<file path="config.mk">
export PLATFORM = sky130hd
export DESIGN_NAME = pci_master_initiator
export DESIGN_NICKNAME = d
export VERILOG_FILES = /design/src/rtl/pci_pkg.sv /design/src/rtl/pci_devsel_timer.sv /design/src/rtl/pci_master_initiator.sv
export SDC_FILE = /design/constraint.sdc
export NUM_CORES = 1
export LEC_CHECK = 0
export ABC_AREA = 0
export CAP_MARGIN = 20
export CORE_ASPECT_RATIO = 0.8
export CORE_UTILIZATION = 38
export DETAILED_ROUTE_END_ITERATION = 10
export PLACE_DENSITY_LB_ADDON = 0.1
export SKIP_CTS_REPAIR_TIMING = 1
export SLEW_MARGIN = 20
export SYNTH_ARGS = -nofsm -noshare
export SYNTH_HDL_FRONTEND = slang
export SYNTH_SLANG_ARGS = --single-unit
</file>
<file path="constraint.sdc">
create_clock -name clk -period 7.3 [get_ports clk]
set_input_delay 1.46 -clock clk [delete_from_list [all_inputs] [get_ports clk]]
set_output_delay 1.46 -clock clk [all_outputs]
set_load 0.005 [all_outputs]
</file>
<file path="src/rtl/pci_pkg.sv">
// Shared PCI definitions: command codes, completion status, initiator states,
// and the latched burst request.
package pci_pkg;

    localparam int unsigned ADDR_W = 32;
    localparam int unsigned DATA_W = 32;
    localparam int unsigned LEN_W  = 4;
    localparam int unsigned CNT_W  = 5;
    localparam int unsigned CBE_W  = 4;

    localparam logic [CBE_W-1:0] MEM_READ  = 4'h6;
    localparam logic [CBE_W-1:0] MEM_WRITE = 4'h7;

    typedef enum logic [1:0] {
        STAT_OK     = 2'd0,
        STAT_DISC   = 2'd1,
        STAT_RETRY  = 2'd2,
        STAT_MABORT = 2'd3
    } pci_status_e;

    typedef enum logic [2:0] {
        S_IDLE  = 3'd0,
        S_ADDR  = 3'd1,
        S_DATA  = 3'd2,
        S_LAST  = 3'd3,
        S_ABORT = 3'd4,
        S_TURN  = 3'd5
    } pci_state_e;

    typedef struct packed {
        logic              write;
        logic [ADDR_W-1:0] addr;
        logic [CNT_W-1:0]  phases;
    } pci_req_t;

    // A length field of zero encodes the maximum burst of 16 phases.
    function automatic logic [CNT_W-1:0] len_to_phases(input logic [LEN_W-1:0] len);
        return (len == '0) ? CNT_W'(16) : CNT_W'(len);
    endfunction

endpackage

</file>
<file path="src/rtl/pci_devsel_timer.sv">
// Counts data-phase clocks without DEVSEL#; flags master abort on the clock
// that would reach the timeout.
module pci_devsel_timer #(
    parameter int unsigned TIMEOUT = 4
) (
    input  logic clk,
    input  logic rst_n,
    input  logic clear,
    input  logic enable,
    output logic expired_c
);

    localparam int unsigned TMR_W = $clog2(TIMEOUT + 1);

    logic [TMR_W-1:0] cnt_q;

    always_ff @(posedge clk or negedge rst_n) begin
        if (!rst_n) begin
            cnt_q <= '0;
        end else if (clear) begin
            cnt_q <= '0;
        end else if (enable && !expired_c) begin
            cnt_q <= cnt_q + TMR_W'(1);
        end
    end

    assign expired_c = enable && (cnt_q == TMR_W'(TIMEOUT - 1));

endmodule

</file>
<file path="src/rtl/pci_master_initiator.sv">
// PCI bus initiator for single-address memory read/write bursts with
// completion status (OK, disconnect, retry, master abort).
module pci_master_initiator
    import pci_pkg::*;
#(
    parameter int unsigned DEVSEL_TIMEOUT = 4
) (
    input  logic              clk,
    input  logic              rst_n,
    input  logic              Req,
    input  logic              Cmd,
    input  logic [ADDR_W-1:0] Addr,
    input  logic [LEN_W-1:0]  Len,
    input  logic [DATA_W-1:0] WrData,
    output logic              WrNext,
    output logic [DATA_W-1:0] RdData,
    output logic              RdValid,
    output logic              Busy,
    output logic              Done,
    output logic [1:0]        Status,
    output logic [CNT_W-1:0]  XferCnt,
    output logic              FrameN,
    output logic              IrdyN,
    output logic [CBE_W-1:0]  CbeN,
    output logic [DATA_W-1:0] AdOut,
    output logic              AdOe,
    input  logic [DATA_W-1:0] AdIn,
    input  logic              DevselN,
    input  logic              TrdyN,
    input  logic              StopN
);

    pci_state_e        state_q, state_d;
    pci_req_t          req_c;
    logic              wr_q;
    logic [CNT_W-1:0]  remaining_q;
    logic              stop_seen_q, devsel_seen_q;
    logic              accept_c, in_data_c, xfer_c, stop_c;
    logic              tmr_clear_c, tmr_enable_c, expired_c;
    logic [CNT_W-1:0]  cnt_after_c, rem_after_c;

    logic              frame_d, irdy_d, ad_oe_d, done_d;
    logic [CBE_W-1:0]  cbe_d;
    logic [DATA_W-1:0] ad_out_d;
    pci_status_e       status_d;

    assign req_c       = '{write: Cmd, addr: Addr, phases: len_to_phases(Len)};
    assign accept_c    = (state_q == S_IDLE) && Req;
    assign in_data_c   = (state_q == S_DATA) || (state_q == S_LAST);
    // IRDY# is always asserted in DATA/LAST, so a transfer needs only the target side.
    assign xfer_c      = in_data_c && !DevselN && !TrdyN;
    assign stop_c      = in_data_c && !DevselN && !StopN;
    assign cnt_after_c = XferCnt + CNT_W'(xfer_c);
    assign rem_after_c = remaining_q - CNT_W'(xfer_c);

    assign tmr_clear_c  = (state_q == S_IDLE);
    assign tmr_enable_c = in_data_c && DevselN && !devsel_seen_q;

    pci_devsel_timer #(
        .TIMEOUT (DEVSEL_TIMEOUT)
    ) u_devsel_timer (
        .clk       (clk),
        .rst_n     (rst_n),
        .clear     (tmr_clear_c),
        .enable    (tmr_enable_c),
        .expired_c (expired_c)
    );

    // State register
    always_ff @(posedge clk or negedge rst_n) begin
        if (!rst_n) begin
            state_q <= S_IDLE;
        end else begin
            state_q <= state_d;
        end
    end

    // Next-state logic
    always_comb begin
        state_d = state_q;
        unique case (state_q)
            S_IDLE:  if (Req) state_d = S_ADDR;
            S_ADDR:  state_d = (remaining_q == CNT_W'(1)) ? S_LAST : S_DATA;
            S_DATA: begin
                if (expired_c) begin
                    state_d = S_ABORT;
                end else if ((xfer_c && remaining_q == CNT_W'(2)) || stop_c) begin
                    state_d = S_LAST;
                end
            end
            S_LAST: begin
                if (expired_c) begin
                    state_d = S_ABORT;
                end else if (!DevselN && (!TrdyN || !StopN)) begin
                    state_d = S_TURN;
                end
            end
            S_ABORT: state_d = S_TURN;
            S_TURN:  state_d = S_IDLE;
            default: state_d = S_IDLE;
        endcase
    end

    // Output decode for the cycle being entered; registered below
    always_comb begin
        frame_d  = 1'b1;
        irdy_d   = 1'b1;
        cbe_d    = 4'hF;
        ad_oe_d  = 1'b0;
        ad_out_d = '0;
        done_d   = 1'b0;
        status_d = pci_status_e'(Status);
        unique case (state_d)
            S_ADDR: begin
                frame_d  = 1'b0;
                ad_oe_d  = 1'b1;
                ad_out_d = req_c.addr;
                cbe_d    = req_c.write ? MEM_WRITE : MEM_READ;
            end
            S_DATA, S_LAST, S_ABORT: begin
                frame_d  = (state_d != S_DATA);
                irdy_d   = 1'b0;
                cbe_d    = 4'h0;
                ad_oe_d  = wr_q;
                ad_out_d = wr_q ? WrData : '0;
            end
            S_TURN: begin
                done_d = 1'b1;
                if (state_q == S_ABORT) begin
                    status_d = STAT_MABORT;
                end else if ((stop_seen_q || stop_c) && cnt_after_c == '0) begin
                    status_d = STAT_RETRY;
                end else if ((stop_seen_q || stop_c) && rem_after_c != '0) begin
                    status_d = STAT_DISC;
                end else begin
                    status_d = STAT_OK;
                end
            end
            default: ;
        endcase
    end

    // Registered bus and handshake outputs
    always_ff @(posedge clk or negedge rst_n) begin
        if (!rst_n) begin
            FrameN <= 1'b1;
            IrdyN  <= 1'b1;
            CbeN   <= 4'hF;
            AdOe   <= 1'b0;
            AdOut  <= '0;
            Done   <= 1'b0;
            Status <= 2'd0;
            Busy   <= 1'b0;
        end else begin
            FrameN <= frame_d;
            IrdyN  <= irdy_d;
            CbeN   <= cbe_d;
            AdOe   <= ad_oe_d;
            AdOut  <= ad_out_d;
            Done   <= done_d;
            Status <= status_d;
            Busy   <= (state_d != S_IDLE);
        end
    end

    // Burst counters, target-response history and per-transfer pulses
    always_ff @(posedge clk or negedge rst_n) begin
        if (!rst_n) begin
            wr_q          <= 1'b0;
            remaining_q   <= '0;
            XferCnt       <= '0;
            stop_seen_q   <= 1'b0;
            devsel_seen_q <= 1'b0;
            RdData        <= '0;
            RdValid       <= 1'b0;
            WrNext        <= 1'b0;
        end else begin
            if (accept_c) begin
                wr_q          <= req_c.write;
                remaining_q   <= req_c.phases;
                XferCnt       <= '0;
                stop_seen_q   <= 1'b0;
                devsel_seen_q <= 1'b0;
            end else begin
                if (xfer_c) begin
                    remaining_q <= rem_after_c;
                    XferCnt     <= cnt_after_c;
                end
                if (stop_c) stop_seen_q <= 1'b1;
                if (in_data_c && !DevselN) devsel_seen_q <= 1'b1;
            end
            RdValid <= xfer_c && !wr_q;
            WrNext  <= xfer_c && wr_q;
            if (xfer_c && !wr_q) RdData <= AdIn;
        end
    end

endmodule

</file>
* Word-level counts from Yosys, hierarchy flattened *
Index checks and enable logic that the tools add are counted.

cells by class
  add/subtract/negate cells = 3
  eq/ne operators = 13
  multiplexer cells = 29
  reductions and logical operators = 34

operator list
  cell                                                             count
  32-bit one-hot mux with 2 select lines                           1
  32-bit 2-to-1 mux                                                1
  5-bit 2-to-1 mux                                                 5
  3-bit 2-to-1 mux                                                 7
  3-bit by 2-bit == test with 1-bit output, second input constant  5
  3-bit one-hot mux with 5 select lines                            1
  1-bit logical AND                                                14
  3-bit == test, second input constant                             3
  1-bit 2-to-1 mux                                                 9
  4-bit one-hot mux with 2 select lines                            1
  2-bit nonzero test                                               4
  3-bit by 1-bit == test with 1-bit output, second input constant  2
  1-bit logical NOT                                                6
  5-bit by 1-bit adder with 5-bit output                           1
  5-bit by 1-bit == test with 1-bit output, second input constant  1
  5-bit by 2-bit == test with 1-bit output, second input constant  1
  5-bit logical NOT                                                1
  5-bit nonzero test                                               1
  5-bit by 1-bit subtractor with 5-bit output                      1
  4-bit logical NOT                                                1
  1-bit logical OR                                                 4
  2-bit 2-to-1 mux                                                 2
  1-bit one-hot mux with 2 select lines                            2
  3-bit by 1-bit adder with 3-bit output, second input constant    1
  other kinds (4)                                                  4

storage, ports and cells
  bits in registers = 96
  output and inout port bits = 82

* Longest topological paths before layout *
  depth in word-level cells = 12
  gate-level depth with buffers = 12

* Modules after synthesis *
From an unflattened synthesis, not the netlist that was laid out.

unflattened totals
  cell total of the unflattened synthesis = 299
  area total of the unflattened synthesis = 3841.2 um^2

modules (own cells, without submodules)
  module                instances  cells each  area each (um^2)
  pci_master_initiator  1          283         3657.3
  pci_devsel_timer      1          16          183.9

* Least setup slack after synthesis *
OpenSTA, ideal clock, no wires.

  path type = input to register
  start = input DevselN
  end = register Status[1]
  setup time = 0.065 ns
  arrival time = 3.359 ns
  path slack = 3.875 ns
  stages = 11
  buffers on the path = 1
  cell sequence = nor3b_2 -> nand2b_1 -> buf_2 -> inv_2 -> ha_1 -> ha_1 -> nor3_1 -> a31oi_1 -> or4b_2 -> o21ai_0 -> mux2_1

on the way
  cells in the longest elaborated chain, start to end = 9
  elaborated cells between the ends (all ways) = 22
  those cells by class = 1 x add/sub; 1 x eq/ne; 7 x mux; 13 x reduce/logical

RTL lines
  item                                                                                            RTL line                     text
  from (decl)                                                                                     pci_master_initiator.sv:28   input logic DevselN,
  parallel branches: the longest is 9 deep, another holds 5-bit by 1-bit adder with 5-bit output  n/a
  to (signal assigned)                                                                            pci_master_initiator.sv:161  Status <= status_d;
  to (decl)                                                                                       pci_master_initiator.sv:20   output logic [1:0] Status,

Parallel ways; which one is timed is not known.
A chain may end at the register's enable or synchronous reset.

* Worst setup path in the final report *
Same ends and word-level chain as after synthesis.

==> metrics.csv <==
stage,metric,value,unit
place,DP Area,5840,µm²
cells_and_area,Final Util,62.9,%
critical_path,Critical-path top delay cell,or4b_2,
critical_path,Worst setup startpoint,DevselN,
route,Final ANT Viol Nets,0,
logic_synthesis,"FF+latch count, synth",95,
route,first drt pass iteration count,4,
route,vias,3033,
sta,Worst Skew,9.18,ps
sta,RSZ-0062 raised after global routing,false,
flow_run,max-cap viol count,0,
floorplan,full die area,10600,µm²
clock_tree,CTS sink count,95,
global_route,vias in the first global route,2990,
clock_tree,Max clock buf depth,2,
clock_tree,H-tree lvl count,3,
global_route,first-pass GRT wire length,15000,µm
global_route,largest net degree at the start of global routing,51,
critical_path,worst r2r src,state_q[1],
critical_path,"slowest stage delay, CP",630,ps
floorplan,FP Rows,32,
logic_synthesis,Synth Flop Type,dfrtp_1,
logic_synthesis,"Distinct cells, synth",44,
status,status,finished clean,
clock_tree,TritonCTS Buffers,9,
clock_tree,Clock Tree Root,clkbuf_16,
clock_tree,clock tree from TritonCTS,built,
logic_synthesis,Synth Net Count,406,
clock_tree,Clock transition at path regs,70,ps
critical_path,Critical Path AT,4370,ps
route,final WL,9400,µm
critical_path,Setup crit start kind,input pin,
pwr,Leak,2.65,nW
logic_synthesis,top-count cell post-synth,dfrtp_1,
floorplan,I/O pins,189,
logic_synthesis,Synth area leader,dfrtp_1,
cells_and_area,synth-to-layout area growth,58.6,%
global_route,grt total ovfl,0,
sta,Final period util,56.0,%
sta,setup_tns,0,ps
place,Final Wtd Congestion,0.851,
floorplan,Die X-Extent,115,µm
worst_hold_path,Hold Path Origin,u_devsel_timer.cnt_q[0],
cells_and_area,share of cells above drive strength 1,14.5,%
route,WL/cell,15.2,µm
sta,setup violators final,0,
floorplan,Core ar.,9770,µm²
logic_synthesis,Syn Std Cell Area,3880,µm²
clock_tree,clock latency on the worst-skew pair,340,ps
route,residual DRC count,0,
logic_synthesis,Synth area leaders,"dfrtp_1 58%, mux2_2 9.6%, a22o_1 7.7%",
sta,max_slew headroom,40.3,%
sta,fin. max-slew vios,0,
logic_synthesis,Post-synth top cells,"90 x dfrtp_1, 34 x a22o_1, 33 x mux2_2",
sta,FMAX,245,MHz
global_route,GRT Total Usage,18.6,%
sta,Slew @ Worst Pin,894,ps
pwr,Power Density,382,nW/µm²
sta,Final Hold Viols,0,
critical_path,CP Max Fanout,9,
route,Iteration-0 DRC Markers,104,
sta,Tmin final,4090,ps
worst_hold_path,worst min-delay path class,register to register,
cells_and_area,Final #Nets,591,
logic_synthesis,post-synthesis cell count,293,
logic_synthesis,"Avg Cell Area, Syn",13.2,µm²
logic_synthesis,Synth Warn #,0,
critical_path,CP Data Required Time,7580,ps
place,IO Port Bufs,188,
pwr,Worst VDD drop,0.171,mV
logic_synthesis,ys async rst share,100,%
critical_path,CP Class,input pin to register,
critical_path,Crit. End Element,register,
critical_path,CP Cell Sequence,"clkdlybuf4s50_1, nor3b_2, nand2b_1, inv_2, ha_1, ha_1, nor3_1, a31oi_1, or4b_2, o21ai_0, mux2_1",
logic_synthesis,"Seq/Total Area, Yosys",61.5,%
floorplan,Starting Density,39.7,%
route,Via density,4.90,
logic_synthesis,Synth top area share,58.1,%
cells_and_area,post-layout instance area,6150,µm²
sta,Fin Hold WS,483,ps
logic_synthesis,number of flops mapped to enable cells by yosys,0,
critical_path,worst reg2reg path depth,10,
floorplan,Chip Height,92.3,µm
place,Detailed Place HPWL,7010,µm
worst_hold_path,hold depth,1,
cells_and_area,antenna cells,0,
critical_path,CP dominant cell by count,ha_1,
global_route,initial antenna violation count,0,
## power breakdown
part	leakage, nW	internal (mW)	switching, mW
clock network	0.149	0.275	0.191
registers	1.19	0.772	0.128
logic	1.31	0.618	0.365
## worst paths after layout
path	end	slack (ps)
min reg2reg	u_devsel_timer.cnt_q[0]	480
max in group asynchronous	AdOut[14]	5150
max	Status[1]	3210
max reg2reg	Status[1]	4270
min in group asynchronous	Status[1]	1130
min	u_devsel_timer.cnt_q[0]	480
## stage by stage
step / total power [mW] / cells / setup WS [ps]
detailed placement: 1.90 / 603 / 2860
finish: 2.35 / 619 / 3210
floorplan: 1.34 / 293 / 3880
global route: 2.50 / 619 / 3070
global placement: 1.88 / 603 / 3030
CTS: 2.38 / 619 / 3230
## flip-flops by register name, summed over array words and instances (netlist names), 2 cells and up
name and cells:
AdOut 32, CbeN 3, RdData 32, Status 2, XferCnt 5, remaining_q 5
state_q 3, u_devsel_timer.cnt_q 3
## routing by layer
metal	GRT usage [%]	share of wire, %
met2	30.0	47
met5	0	0
met4	6.17	1.4
met1	22.6	41
met3	7.66	10
## area by class of cell
| type | count | area, µm² |
|---|---|---|
| clock inverter | 5 | 57.6 |
| timing repair buffer | 190 | 1890 |
| tap | 136 | 170 |
| clock buffer | 11 | 243 |
| multi-input combinational | 170 | 1350 |
| inverter | 12 | 45.0 |
| sequential | 95 | 2380 |
| fill | 838 | 3620 |
## cell families after synthesis
logic type      count (synthesis)  synth area share (%)
buf+inv                        28                  3.87
simple gates                   55                  7.75
mux                            37                  10.7
compound gates                 66                  12.9
flops                          95                  61.5
xor+xnor                        6                  1.36
fa+ha+maj                       6                  1.94
## critical path: cells and delay by family
| kind | cells | cell delay (ps) |
|---|---|---|
| AOI/OAI and AO/OA | 2 | 250 |
| adders and majority gates | 2 | 480 |
| buffers and inverters | 2 | 740 |
| muxes | 1 | 140 |
| and+or+nand+nor | 4 | 1300 |
## cells in the final DEF, fill, tap and decap left out, drive strengths merged, types with 4 or more instances in the layout
master	instances
a21oi	9
a22o	34
clkbuf	11
clkdlybuf4s50	187
clkinv	4
dfrtp	90
dfstp	5
ha	6
inv	12
mux2	34
nand2	16
nand2b	4
nor2	16
o21ai	11
xor2	4
Note: power is estimated with default switching activity, not from simulation.
